`src/rtl/locking_router_0_pkg.sv`:
```
// locking_router_0_pkg
//   Shared definitions for the Release-channel locking router: Release type
//   encodings, the lock state type, the Release beat layout (default widths)
//   and the has_data classification used to decide whether a beat opens a
//   multi-beat burst.
//   No ports. Optional checker macro used elsewhere: LOCKING_ROUTER_BEAT_CHECK_EN.
package locking_router_0_pkg;

  localparam int N_BEATS_DEF      = 4;
  localparam int DATA_W_DEF       = 128;
  localparam int ADDR_BLOCK_W     = 26;
  localparam int CLIENT_XACT_ID_W = 6;
  localparam int R_TYPE_W         = 3;

  typedef enum logic [R_TYPE_W-1:0] {
    REL_INVALIDATE_DATA = 3'd0,
    REL_DOWNGRADE_DATA  = 3'd1,
    REL_COPY_DATA       = 3'd2,
    REL_INVALIDATE_ACK  = 3'd3,
    REL_DOWNGRADE_ACK   = 3'd4,
    REL_COPY_ACK        = 3'd5
  } release_type_e;

  typedef enum logic {
    LOCK_IDLE = 1'b0,
    LOCK_HELD = 1'b1
  } lock_state_e;

  typedef struct packed {
    logic [$clog2(N_BEATS_DEF)-1:0] addr_beat;
    logic [ADDR_BLOCK_W-1:0]        addr_block;
    logic [CLIENT_XACT_ID_W-1:0]    client_xact_id;
    logic                           voluntary;
    logic [R_TYPE_W-1:0]            r_type;
    logic [DATA_W_DEF-1:0]          data;
  } release_beat_t;

  // Only the three *Data Release types carry a full N_BEATS payload.
  function automatic logic has_data(input logic [R_TYPE_W-1:0] r_type);
    return (r_type == REL_INVALIDATE_DATA) ||
           (r_type == REL_DOWNGRADE_DATA)  ||
           (r_type == REL_COPY_DATA);
  endfunction

endpackage

```
`src/rtl/locking_router_0_if.sv`:
```
// locking_router_0_if
//   Bundle of the upstream Release beat stream, the steering select, the two
//   downstream Release outputs and the status outputs.
//   Modports:
//     master - upstream producer / downstream consumers side (drives in_*, sel,
//              out_k_ready)
//     slave  - the router itself
//   io_beat_err is only meaningful when LOCKING_ROUTER_BEAT_CHECK_EN is defined.
interface locking_router_0_if #(
  parameter int N_BEATS = 4,
  parameter int DATA_W  = 128
);
  localparam int BW = $clog2(N_BEATS);

  logic              io_in_valid;
  logic              io_in_ready;
  logic [BW-1:0]     io_in_bits_addr_beat;
  logic [25:0]       io_in_bits_addr_block;
  logic [5:0]        io_in_bits_client_xact_id;
  logic              io_in_bits_voluntary;
  logic [2:0]        io_in_bits_r_type;
  logic [DATA_W-1:0] io_in_bits_data;
  logic              io_sel;

  logic              io_out_0_valid;
  logic              io_out_0_ready;
  logic [BW-1:0]     io_out_0_bits_addr_beat;
  logic [25:0]       io_out_0_bits_addr_block;
  logic [5:0]        io_out_0_bits_client_xact_id;
  logic              io_out_0_bits_voluntary;
  logic [2:0]        io_out_0_bits_r_type;
  logic [DATA_W-1:0] io_out_0_bits_data;

  logic              io_out_1_valid;
  logic              io_out_1_ready;
  logic [BW-1:0]     io_out_1_bits_addr_beat;
  logic [25:0]       io_out_1_bits_addr_block;
  logic [5:0]        io_out_1_bits_client_xact_id;
  logic              io_out_1_bits_voluntary;
  logic [2:0]        io_out_1_bits_r_type;
  logic [DATA_W-1:0] io_out_1_bits_data;

  logic              io_chosen;
  logic              io_beat_err;

  modport master (
    output io_in_valid, io_in_bits_addr_beat, io_in_bits_addr_block,
           io_in_bits_client_xact_id, io_in_bits_voluntary, io_in_bits_r_type,
           io_in_bits_data, io_sel, io_out_0_ready, io_out_1_ready,
    input  io_in_ready, io_out_0_valid, io_out_0_bits_addr_beat,
           io_out_0_bits_addr_block, io_out_0_bits_client_xact_id,
           io_out_0_bits_voluntary, io_out_0_bits_r_type, io_out_0_bits_data,
           io_out_1_valid, io_out_1_bits_addr_beat, io_out_1_bits_addr_block,
           io_out_1_bits_client_xact_id, io_out_1_bits_voluntary,
           io_out_1_bits_r_type, io_out_1_bits_data, io_chosen, io_beat_err
  );

  modport slave (
    input  io_in_valid, io_in_bits_addr_beat, io_in_bits_addr_block,
           io_in_bits_client_xact_id, io_in_bits_voluntary, io_in_bits_r_type,
           io_in_bits_data, io_sel, io_out_0_ready, io_out_1_ready,
    output io_in_ready, io_out_0_valid, io_out_0_bits_addr_beat,
           io_out_0_bits_addr_block, io_out_0_bits_client_xact_id,
           io_out_0_bits_voluntary, io_out_0_bits_r_type, io_out_0_bits_data,
           io_out_1_valid, io_out_1_bits_addr_beat, io_out_1_bits_addr_block,
           io_out_1_bits_client_xact_id, io_out_1_bits_voluntary,
           io_out_1_bits_r_type, io_out_1_bits_data, io_chosen, io_beat_err
  );

endinterface

```
`src/rtl/locking_router_0_release_beat_counter.sv`:
```
// locking_router_0_release_beat_counter
//   Burst lock tracker. A data-carrying Release accepted while idle locks the
//   router to the selected output; every accepted beat while locked advances
//   a wrapping beat counter and the final beat releases the lock.
//   Ports:
//     clk, reset   - clock, asynchronous active-low reset
//     fire         - a beat was transferred this cycle
//     has_data     - the current beat is a data-carrying Release type
//     sel          - requested destination (captured when a burst opens)
//     locked       - a burst is in progress
//     lock_idx     - destination held for the burst
//     beat_cnt     - index of the next expected beat within the burst
module locking_router_0_release_beat_counter
  import locking_router_0_pkg::*;
#(
  parameter int N_BEATS = N_BEATS_DEF
) (
  input  logic                       clk,
  input  logic                       reset,
  input  logic                       fire,
  input  logic                       has_data,
  input  logic                       sel,
  output logic                       locked,
  output logic                       lock_idx,
  output logic [$clog2(N_BEATS)-1:0] beat_cnt
);

  localparam int CW = $clog2(N_BEATS);

  lock_state_e   state_q, state_d;
  logic          idx_q, idx_d;
  logic [CW-1:0] cnt_q, cnt_d;
  logic          last_beat;

  assign last_beat = (cnt_q == CW'(N_BEATS - 1));

  always_ff @(posedge clk or negedge reset) begin
    if (!reset) begin
      state_q <= LOCK_IDLE;
      idx_q   <= 1'b0;
      cnt_q   <= '0;
    end else begin
      state_q <= state_d;
      idx_q   <= idx_d;
      cnt_q   <= cnt_d;
    end
  end

  always_comb begin
    state_d = state_q;
    idx_d   = idx_q;
    cnt_d   = cnt_q;
    if (fire) begin
      case (state_q)
        LOCK_IDLE: begin
          // Non-data beats are single-beat transfers and leave state alone.
          if (has_data) begin
            state_d = LOCK_HELD;
            idx_d   = sel;
            cnt_d   = CW'(1);
          end
        end
        LOCK_HELD: begin
          // Any beat mid-burst counts, whatever its r_type.
          if (last_beat) begin
            state_d = LOCK_IDLE;
            cnt_d   = '0;
          end else begin
            cnt_d = cnt_q + CW'(1);
          end
        end
      endcase
    end
  end

  assign locked   = (state_q == LOCK_HELD);
  assign lock_idx = idx_q;
  assign beat_cnt = cnt_q;

endmodule

```
`src/rtl/locking_router_0.sv`:
```
// locking_router_0
//   Steers one Release beat stream to one of two downstream Release sinks.
//   Data-carrying Releases lock the destination until the final beat, so a
//   burst is never split. Purely combinational data path, no buffering.
//   Ports:
//     clk, reset - clock, asynchronous active-low reset
//     bus        - locking_router_0_if.slave: upstream beat + io_sel, two
//                  downstream outputs, io_chosen, io_beat_err
//   Optional: define LOCKING_ROUTER_BEAT_CHECK_EN to build the sticky
//   addr_beat ordering checker driving io_beat_err (tied 0 otherwise).
module locking_router_0
  import locking_router_0_pkg::*;
#(
  parameter int N_BEATS = N_BEATS_DEF
) (
  input  logic                 clk,
  input  logic                 reset,
  locking_router_0_if.slave    bus
);

  logic                       locked;
  logic                       lock_idx;
  logic [$clog2(N_BEATS)-1:0] beat_cnt;
  logic                       chosen;
  logic                       in_has_data;
  logic                       fire;

  assign in_has_data = has_data(bus.io_in_bits_r_type);

  // io_sel only matters while unlocked; a held burst ignores it.
  assign chosen          = locked ? lock_idx : bus.io_sel;
  assign bus.io_chosen   = chosen;
  assign bus.io_in_ready = chosen ? bus.io_out_1_ready : bus.io_out_0_ready;
  assign bus.io_out_0_valid = bus.io_in_valid & ~chosen;
  assign bus.io_out_1_valid = bus.io_in_valid &  chosen;
  assign fire = bus.io_in_valid & bus.io_in_ready;

  // Payload fans out to both sinks; only the valid is qualified.
  assign bus.io_out_0_bits_addr_beat      = bus.io_in_bits_addr_beat;
  assign bus.io_out_0_bits_addr_block     = bus.io_in_bits_addr_block;
  assign bus.io_out_0_bits_client_xact_id = bus.io_in_bits_client_xact_id;
  assign bus.io_out_0_bits_voluntary      = bus.io_in_bits_voluntary;
  assign bus.io_out_0_bits_r_type         = bus.io_in_bits_r_type;
  assign bus.io_out_0_bits_data           = bus.io_in_bits_data;
  assign bus.io_out_1_bits_addr_beat      = bus.io_in_bits_addr_beat;
  assign bus.io_out_1_bits_addr_block     = bus.io_in_bits_addr_block;
  assign bus.io_out_1_bits_client_xact_id = bus.io_in_bits_client_xact_id;
  assign bus.io_out_1_bits_voluntary      = bus.io_in_bits_voluntary;
  assign bus.io_out_1_bits_r_type         = bus.io_in_bits_r_type;
  assign bus.io_out_1_bits_data           = bus.io_in_bits_data;

  locking_router_0_release_beat_counter #(
    .N_BEATS (N_BEATS)
  ) u_cnt (
    .clk      (clk),
    .reset    (reset),
    .fire     (fire),
    .has_data (in_has_data),
    .sel      (bus.io_sel),
    .locked   (locked),
    .lock_idx (lock_idx),
    .beat_cnt (beat_cnt)
  );

`ifdef LOCKING_ROUTER_BEAT_CHECK_EN
  logic                       beat_err_q;
  logic [$clog2(N_BEATS)-1:0] exp_beat;

  // A burst must open at beat 0 and then present beats in order.
  assign exp_beat = locked ? beat_cnt : '0;

  always_ff @(posedge clk or negedge reset) begin
    if (!reset) begin
      beat_err_q <= 1'b0;
    end else if (fire && (in_has_data || locked) &&
                 (bus.io_in_bits_addr_beat != exp_beat)) begin
      beat_err_q <= 1'b1;
    end
  end

  assign bus.io_beat_err = beat_err_q;
`else
  // The beat count only feeds the ordering checker.
  logic unused_beat_cnt;
  assign unused_beat_cnt = ^beat_cnt;
  assign bus.io_beat_err = 1'b0;
`endif

endmodule

```
`src/flat_wrapper.sv`:
```
// flat-port wrapper written by rule: the top's interface ports become plain ports
module locking_router_0_flat import locking_router_0_pkg::*;
#(
  parameter int N_BEATS = N_BEATS_DEF
)
  (clk, reset, bus_io_in_valid, bus_io_in_bits_addr_beat, bus_io_in_bits_addr_block, bus_io_in_bits_client_xact_id, bus_io_in_bits_voluntary, bus_io_in_bits_r_type, bus_io_in_bits_data, bus_io_sel, bus_io_out_0_ready, bus_io_out_1_ready, bus_io_in_ready, bus_io_out_0_valid, bus_io_out_0_bits_addr_beat, bus_io_out_0_bits_addr_block, bus_io_out_0_bits_client_xact_id, bus_io_out_0_bits_voluntary, bus_io_out_0_bits_r_type, bus_io_out_0_bits_data, bus_io_out_1_valid, bus_io_out_1_bits_addr_beat, bus_io_out_1_bits_addr_block, bus_io_out_1_bits_client_xact_id, bus_io_out_1_bits_voluntary, bus_io_out_1_bits_r_type, bus_io_out_1_bits_data, bus_io_chosen, bus_io_beat_err);
  locking_router_0_if #(.N_BEATS(N_BEATS), .DATA_W(128)) bus_i ();
  input  logic clk;
  input  logic reset;
  input wire logic [$bits(bus_i.io_in_valid)-1:0] bus_io_in_valid;
  input wire logic [$bits(bus_i.io_in_bits_addr_beat)-1:0] bus_io_in_bits_addr_beat;
  input wire logic [$bits(bus_i.io_in_bits_addr_block)-1:0] bus_io_in_bits_addr_block;
  input wire logic [$bits(bus_i.io_in_bits_client_xact_id)-1:0] bus_io_in_bits_client_xact_id;
  input wire logic [$bits(bus_i.io_in_bits_voluntary)-1:0] bus_io_in_bits_voluntary;
  input wire logic [$bits(bus_i.io_in_bits_r_type)-1:0] bus_io_in_bits_r_type;
  input wire logic [$bits(bus_i.io_in_bits_data)-1:0] bus_io_in_bits_data;
  input wire logic [$bits(bus_i.io_sel)-1:0] bus_io_sel;
  input wire logic [$bits(bus_i.io_out_0_ready)-1:0] bus_io_out_0_ready;
  input wire logic [$bits(bus_i.io_out_1_ready)-1:0] bus_io_out_1_ready;
  output wire logic [$bits(bus_i.io_in_ready)-1:0] bus_io_in_ready;
  output wire logic [$bits(bus_i.io_out_0_valid)-1:0] bus_io_out_0_valid;
  output wire logic [$bits(bus_i.io_out_0_bits_addr_beat)-1:0] bus_io_out_0_bits_addr_beat;
  output wire logic [$bits(bus_i.io_out_0_bits_addr_block)-1:0] bus_io_out_0_bits_addr_block;
  output wire logic [$bits(bus_i.io_out_0_bits_client_xact_id)-1:0] bus_io_out_0_bits_client_xact_id;
  output wire logic [$bits(bus_i.io_out_0_bits_voluntary)-1:0] bus_io_out_0_bits_voluntary;
  output wire logic [$bits(bus_i.io_out_0_bits_r_type)-1:0] bus_io_out_0_bits_r_type;
  output wire logic [$bits(bus_i.io_out_0_bits_data)-1:0] bus_io_out_0_bits_data;
  output wire logic [$bits(bus_i.io_out_1_valid)-1:0] bus_io_out_1_valid;
  output wire logic [$bits(bus_i.io_out_1_bits_addr_beat)-1:0] bus_io_out_1_bits_addr_beat;
  output wire logic [$bits(bus_i.io_out_1_bits_addr_block)-1:0] bus_io_out_1_bits_addr_block;
  output wire logic [$bits(bus_i.io_out_1_bits_client_xact_id)-1:0] bus_io_out_1_bits_client_xact_id;
  output wire logic [$bits(bus_i.io_out_1_bits_voluntary)-1:0] bus_io_out_1_bits_voluntary;
  output wire logic [$bits(bus_i.io_out_1_bits_r_type)-1:0] bus_io_out_1_bits_r_type;
  output wire logic [$bits(bus_i.io_out_1_bits_data)-1:0] bus_io_out_1_bits_data;
  output wire logic [$bits(bus_i.io_chosen)-1:0] bus_io_chosen;
  output wire logic [$bits(bus_i.io_beat_err)-1:0] bus_io_beat_err;
  assign bus_i.io_in_valid = bus_io_in_valid;
  assign bus_i.io_in_bits_addr_beat = bus_io_in_bits_addr_beat;
  assign bus_i.io_in_bits_addr_block = bus_io_in_bits_addr_block;
  assign bus_i.io_in_bits_client_xact_id = bus_io_in_bits_client_xact_id;
  assign bus_i.io_in_bits_voluntary = bus_io_in_bits_voluntary;
  assign bus_i.io_in_bits_r_type = bus_io_in_bits_r_type;
  assign bus_i.io_in_bits_data = bus_io_in_bits_data;
  assign bus_i.io_sel = bus_io_sel;
  assign bus_i.io_out_0_ready = bus_io_out_0_ready;
  assign bus_i.io_out_1_ready = bus_io_out_1_ready;
  assign bus_io_in_ready = bus_i.io_in_ready;
  assign bus_io_out_0_valid = bus_i.io_out_0_valid;
  assign bus_io_out_0_bits_addr_beat = bus_i.io_out_0_bits_addr_beat;
  assign bus_io_out_0_bits_addr_block = bus_i.io_out_0_bits_addr_block;
  assign bus_io_out_0_bits_client_xact_id = bus_i.io_out_0_bits_client_xact_id;
  assign bus_io_out_0_bits_voluntary = bus_i.io_out_0_bits_voluntary;
  assign bus_io_out_0_bits_r_type = bus_i.io_out_0_bits_r_type;
  assign bus_io_out_0_bits_data = bus_i.io_out_0_bits_data;
  assign bus_io_out_1_valid = bus_i.io_out_1_valid;
  assign bus_io_out_1_bits_addr_beat = bus_i.io_out_1_bits_addr_beat;
  assign bus_io_out_1_bits_addr_block = bus_i.io_out_1_bits_addr_block;
  assign bus_io_out_1_bits_client_xact_id = bus_i.io_out_1_bits_client_xact_id;
  assign bus_io_out_1_bits_voluntary = bus_i.io_out_1_bits_voluntary;
  assign bus_io_out_1_bits_r_type = bus_i.io_out_1_bits_r_type;
  assign bus_io_out_1_bits_data = bus_i.io_out_1_bits_data;
  assign bus_io_chosen = bus_i.io_chosen;
  assign bus_io_beat_err = bus_i.io_beat_err;
  locking_router_0 #(.N_BEATS(N_BEATS)) u_core (.clk(clk), .reset(reset), .bus(bus_i));
endmodule
```
`config.mk`:
```
export PLATFORM = sky130hd
export DESIGN_NAME = locking_router_0_flat
export DESIGN_NICKNAME = d
export VERILOG_FILES = /design/src/rtl/locking_router_0_pkg.sv /design/src/rtl/locking_router_0_if.sv /design/src/rtl/locking_router_0_release_beat_counter.sv /design/src/rtl/locking_router_0.sv /design/src/flat_wrapper.sv
export SDC_FILE = /design/constraint.sdc
export NUM_CORES = 1
export LEC_CHECK = 0
export BUFFER_PORTS_ARGS = -buffer_cell sky130_fd_sc_hd__buf_2
export CAP_MARGIN = 20
export CORE_AREA = 2 2 197 199
export DETAILED_ROUTE_END_ITERATION = 12
export DIE_AREA = 0 0 199 201
export PLACE_DENSITY = 0.3
export SETUP_SLACK_MARGIN = 0.5
export SLEW_MARGIN = 10
export SYNTH_ARGS = -nofsm -noshare
export SYNTH_HDL_FRONTEND = slang
export SYNTH_SLANG_ARGS = --single-unit
```
`constraint.sdc`:
```
create_clock -name clk -period 1.9 [get_ports clk]
set_input_delay 0.095 -clock clk [delete_from_list [all_inputs] [get_ports clk]]
set_output_delay 0.095 -clock clk [all_outputs]
set_load 0.05 [all_outputs]
```
==> out/qor.txt <==
STA
-----------------------------------------------------------------------------------
Number of failing setup endpoints in the final timing report                      0
Final worst clock skew                                                   0.00398 ns
Period utilisation layout                                                     79.1%
Final hold violation count                                                        0
Worst Hold Margin                                                          0.124 ns
Top achievable clock speed                                                  665 MHz
Max-slew violations                                                               0
RSZ-0062 raised after global routing                                           true
Aggregate negative setup slack                                                 0 ns
Post-route minimum period                                                   1.50 ns

DIE
-----------------------------------------------------------------------------------
Die Footprint                                                            40000 um^2
Ports placed on the boundary                                                    509
Vertical die dimension                                                       201 um
Die width                                                                    199 um
Placeable core area                                                      38100 um^2
Initial cell density of the core                                              7.23%
Row cnt                                                                          72

POWER AND IR DROP
-----------------------------------------------------------------------------------
Switching pwr                                                            0.000420 W
Switching power share of the total                                            40.0%
Clock share of power                                                          31.3%
Share of power burned in combinational logic                                  53.6%
Internal portion of total power                                          0.000629 W
Fraction of power consumed by sequential logic                                15.1%
Power density of the placed cells                                       909 nW/um^2
Highest ir drop seen on vdd                                              0.000731 V
Leakage power total                                                        0.266 nW

DETAILED ROUTING
-----------------------------------------------------------------------------------
Antenna violation net count after detailed routing                                0
Drt first pass iters                                                              4
Via count of the routed design                                                  702
Drt drc                                                                           0
First DRT Iteration DRCs                                                         13
Total wire length after detailed routing                                    6.63 mm
Wire length per cell                                                        11.6 um
Via density per instance                                                       1.23

SYNTH
-----------------------------------------------------------------------------------
Instance count of the mapped netlist                                            359
Syn_nets                                                                        532
Cell types with the largest area share after synthesis                 sky130_fd_sc_hd__buf_4 (91%), sky130_fd_sc_hd__dfrtp_1 (3.6%), sky130_fd_sc_hd__mux2i_2 (1.0%)
Proportion of synthesized chip area in sequential cells                       3.63%
Cell Area, Synth                                                          2760 um^2
Warnings, synthesis                                                               0
Mapped Avg Cell Area                                                      7.67 um^2
Area share of the leading cell type in the synthesized netlist                90.7%
Register bit count reported by yosys                                              4
Distinct cells, synth                                                            17
Leading area contributor after synthesis                               sky130_fd_sc_hd__buf_4

WORST SETUP PATH
-----------------------------------------------------------------------------------
Slowest Stage Delay on Critical Path                                        0.37 ns
Cell chain of the critical path                                        mux2i_2 > buf_4 > and2b_2 > buf_6
Kind of capture point of the worst setup path                           output port
Maximum fanout encountered on the critical timing path                            4
WP data arrival                                                             1.41 ns
Type of origin of the critical path                                       flip-flop
Master of the slowest instance on the critical path                    sky130_fd_sc_hd__dfrtp_1
Worst Path Class, Setup                                                     reg2out
Required time at the endpoint of the critical path                          1.80 ns

GRT
-----------------------------------------------------------------------------------
Antenna violations before repair                                                  2
Largest net degree at the start of global routing                                 7
Vias in the first global route                                                  807
First-pass GRT wire length                                                  7.61 mm
GR Overflow Total                                                                 0
Gr usage total                                                                2.92%

PLACEMENT
-----------------------------------------------------------------------------------
Detailed Place HPWL                                                         5.60 mm
Number of input and output port buffers inserted                                 18
Global placer's final weighted congestion                                     0.558
# placed instances                                                              565

CLOCK TREE
-----------------------------------------------------------------------------------
Clock tree root buffer cell                                            sky130_fd_sc_hd__clkbuf_16
H-tree levels                                                                     1
CTS Buf Count                                                                     3
Clock latency on the worst-skew pair                                        0.23 ns
Clock-pin slew on the worst setup and hold paths                            0.03 ns
Longest Clk Path Bufs                                                             2
Number of sinks driven by the clock tree                                          4
Clock tree from TritonCTS                                                      done

LAYOUT
-----------------------------------------------------------------------------------
Number of fill cells in the layout                                             4530
Share of post-route cells with drive strength above 1                         65.4%
Area growth from synthesis to layout                                         -58.1%
Count of placed standard cells in the final layout, fillers left out            570
Post-route core utilization                                                   3.03%
Diode count                                                                       0
Net count of the finished layout                                                227

RUN STATUS
-----------------------------------------------------------------------------------
Status                                                                 complete, no violations

MIN PATH
-----------------------------------------------------------------------------------
HP Class                                                                     in2reg

JOB
-----------------------------------------------------------------------------------
Count of max-cap constraint violations                                            0

==> placed cells by master, fill, tap and decap left out, drive strengths merged <==
| master | instances |
|---|---|
| buf | 22 |
| nand2 | 5 |
| dfrtp | 4 |
| clkbuf | 3 |
| mux2i | 2 |
| inv | 2 |
| a21oi | 2 |
| mux2 | 2 |
| and2b | 1 |
| and2 | 1 |
| o21ai | 1 |
| a22oi | 1 |
| nand3b | 1 |
| a32o | 1 |
| a31oi | 1 |
| ha | 1 |
| conb | 1 |
| dlygate4sd3 | 1 |
==> layer usage <==
layer	up-vias	routed length, um	track usage [%]
li1	144	-	-
met4	2	1010	4.58
met2	241	2530	3.57
met1	208	1250	1.63
met5	-	13	0.617
met3	107	1830	3.43
==> cells by family after synthesis <==
logic type / after synthesis / synth area share (%)
other cells: 1 / 0.136
compound gates: 6 / 1.41
fa+ha+maj: 1 / 0.454
buf+inv: 335 / 91.0
flops: 4 / 3.63
simple gates: 8 / 1.54
mux: 4 / 1.82
==> per-stage QoR <==
step | cell area, um^2 | total power [W] | setup slack (ns)
after floorplan | 2760 | 0.00233 | 0.288
after global placement | 1020 | 0.000631 | 0.352
after detailed placement | 1020 | 0.000623 | 0.322
after CTS | 1140 | 0.00102 | 0.371
after global routing | 1150 | 0.00112 | 0.322
final | 1150 | 0.00105 | 0.397
==> power groups by stage <==
stage	clock network [W]	registers (W)	logic, W
after detailed placement	0	0.000157	0.000466
after global placement	0	0.000157	0.000473
after global routing	0.000339	0.000164	0.000613
after floorplan	0	0.000157	0.00217
after CTS	0.000332	0.000158	0.000529
final	0.000329	0.000158	0.000562
==> cells in the mapped netlist, drive strengths merged <==
master	n
o21ai	1
a21oi	2
conb	1
a31oi	1
mux2i	2
dfrtp	4
mux2	2
and2b	1
nand3b	1
buf	333
nand2	5
inv	2
a22oi	1
a32o	1
ha	1
and2	1
==> flip-flops by register name, summed over array words and instances (netlist names) <==
register / cells
u_core.u_cnt.locked: 1
u_core.u_cnt.beat_cnt: 2
u_core.u_cnt.lock_idx: 1
==> worst max-delay path: cells and delay by family, from the launching register on <==
| family | cells | cell delay (ns) |
|---|---|---|
| flops | 1 | 0.37 |
| buf+inv | 2 | 0.32 |
| mux | 1 | 0.28 |
| simple gates | 1 | 0.21 |
==> area by class of cell <==
| type | instances | area [um^2] | area share [%] |
|---|---|---|---|
| clock buffers | 3 | 75.1 | 6.50 |
| flip-flops and latches | 4 | 100 | 8.67 |
| multi-input cells | 20 | 166 | 14.4 |
| repair buffers | 23 | 158 | 13.7 |
| inverters | 2 | 7.51 | 0.650 |
| well taps | 518 | 648 | 56.1 |
==> path summary, 6_finish.rpt <==
path	from	end	slack, ns	cells past startpoint
worst max-delay path	u_core.u_cnt.locked	bus_io_out_1_valid	0.40	4
worst min-delay path	bus_io_sel	u_core.u_cnt.lock_idx	0.12	2
worst max register to register	u_core.u_cnt.locked	u_core.u_cnt.beat_cnt[1]	0.42	5
worst min register to register	u_core.u_cnt.beat_cnt[1]	u_core.u_cnt.beat_cnt[1]	0.51	1
max in group asynchronous	reset	u_core.u_cnt.beat_cnt[0]	1.56	2
min in group asynchronous	reset	u_core.u_cnt.locked	0.21	2
==> what timing repair did <==
| action | CTS | global route |
|---|---|---|
| setup buffers | 1 | 0 |
| endpoints found under the setup margin | 7 | 8 |
| endpoints found under the hold margin | 4 | 0 |
| gates resized for setup | 9 | 5 |
| hold buffers | 1 | 0 |
| pin swaps | 1 | 3 |
Power figures use the tool's default switching activity.
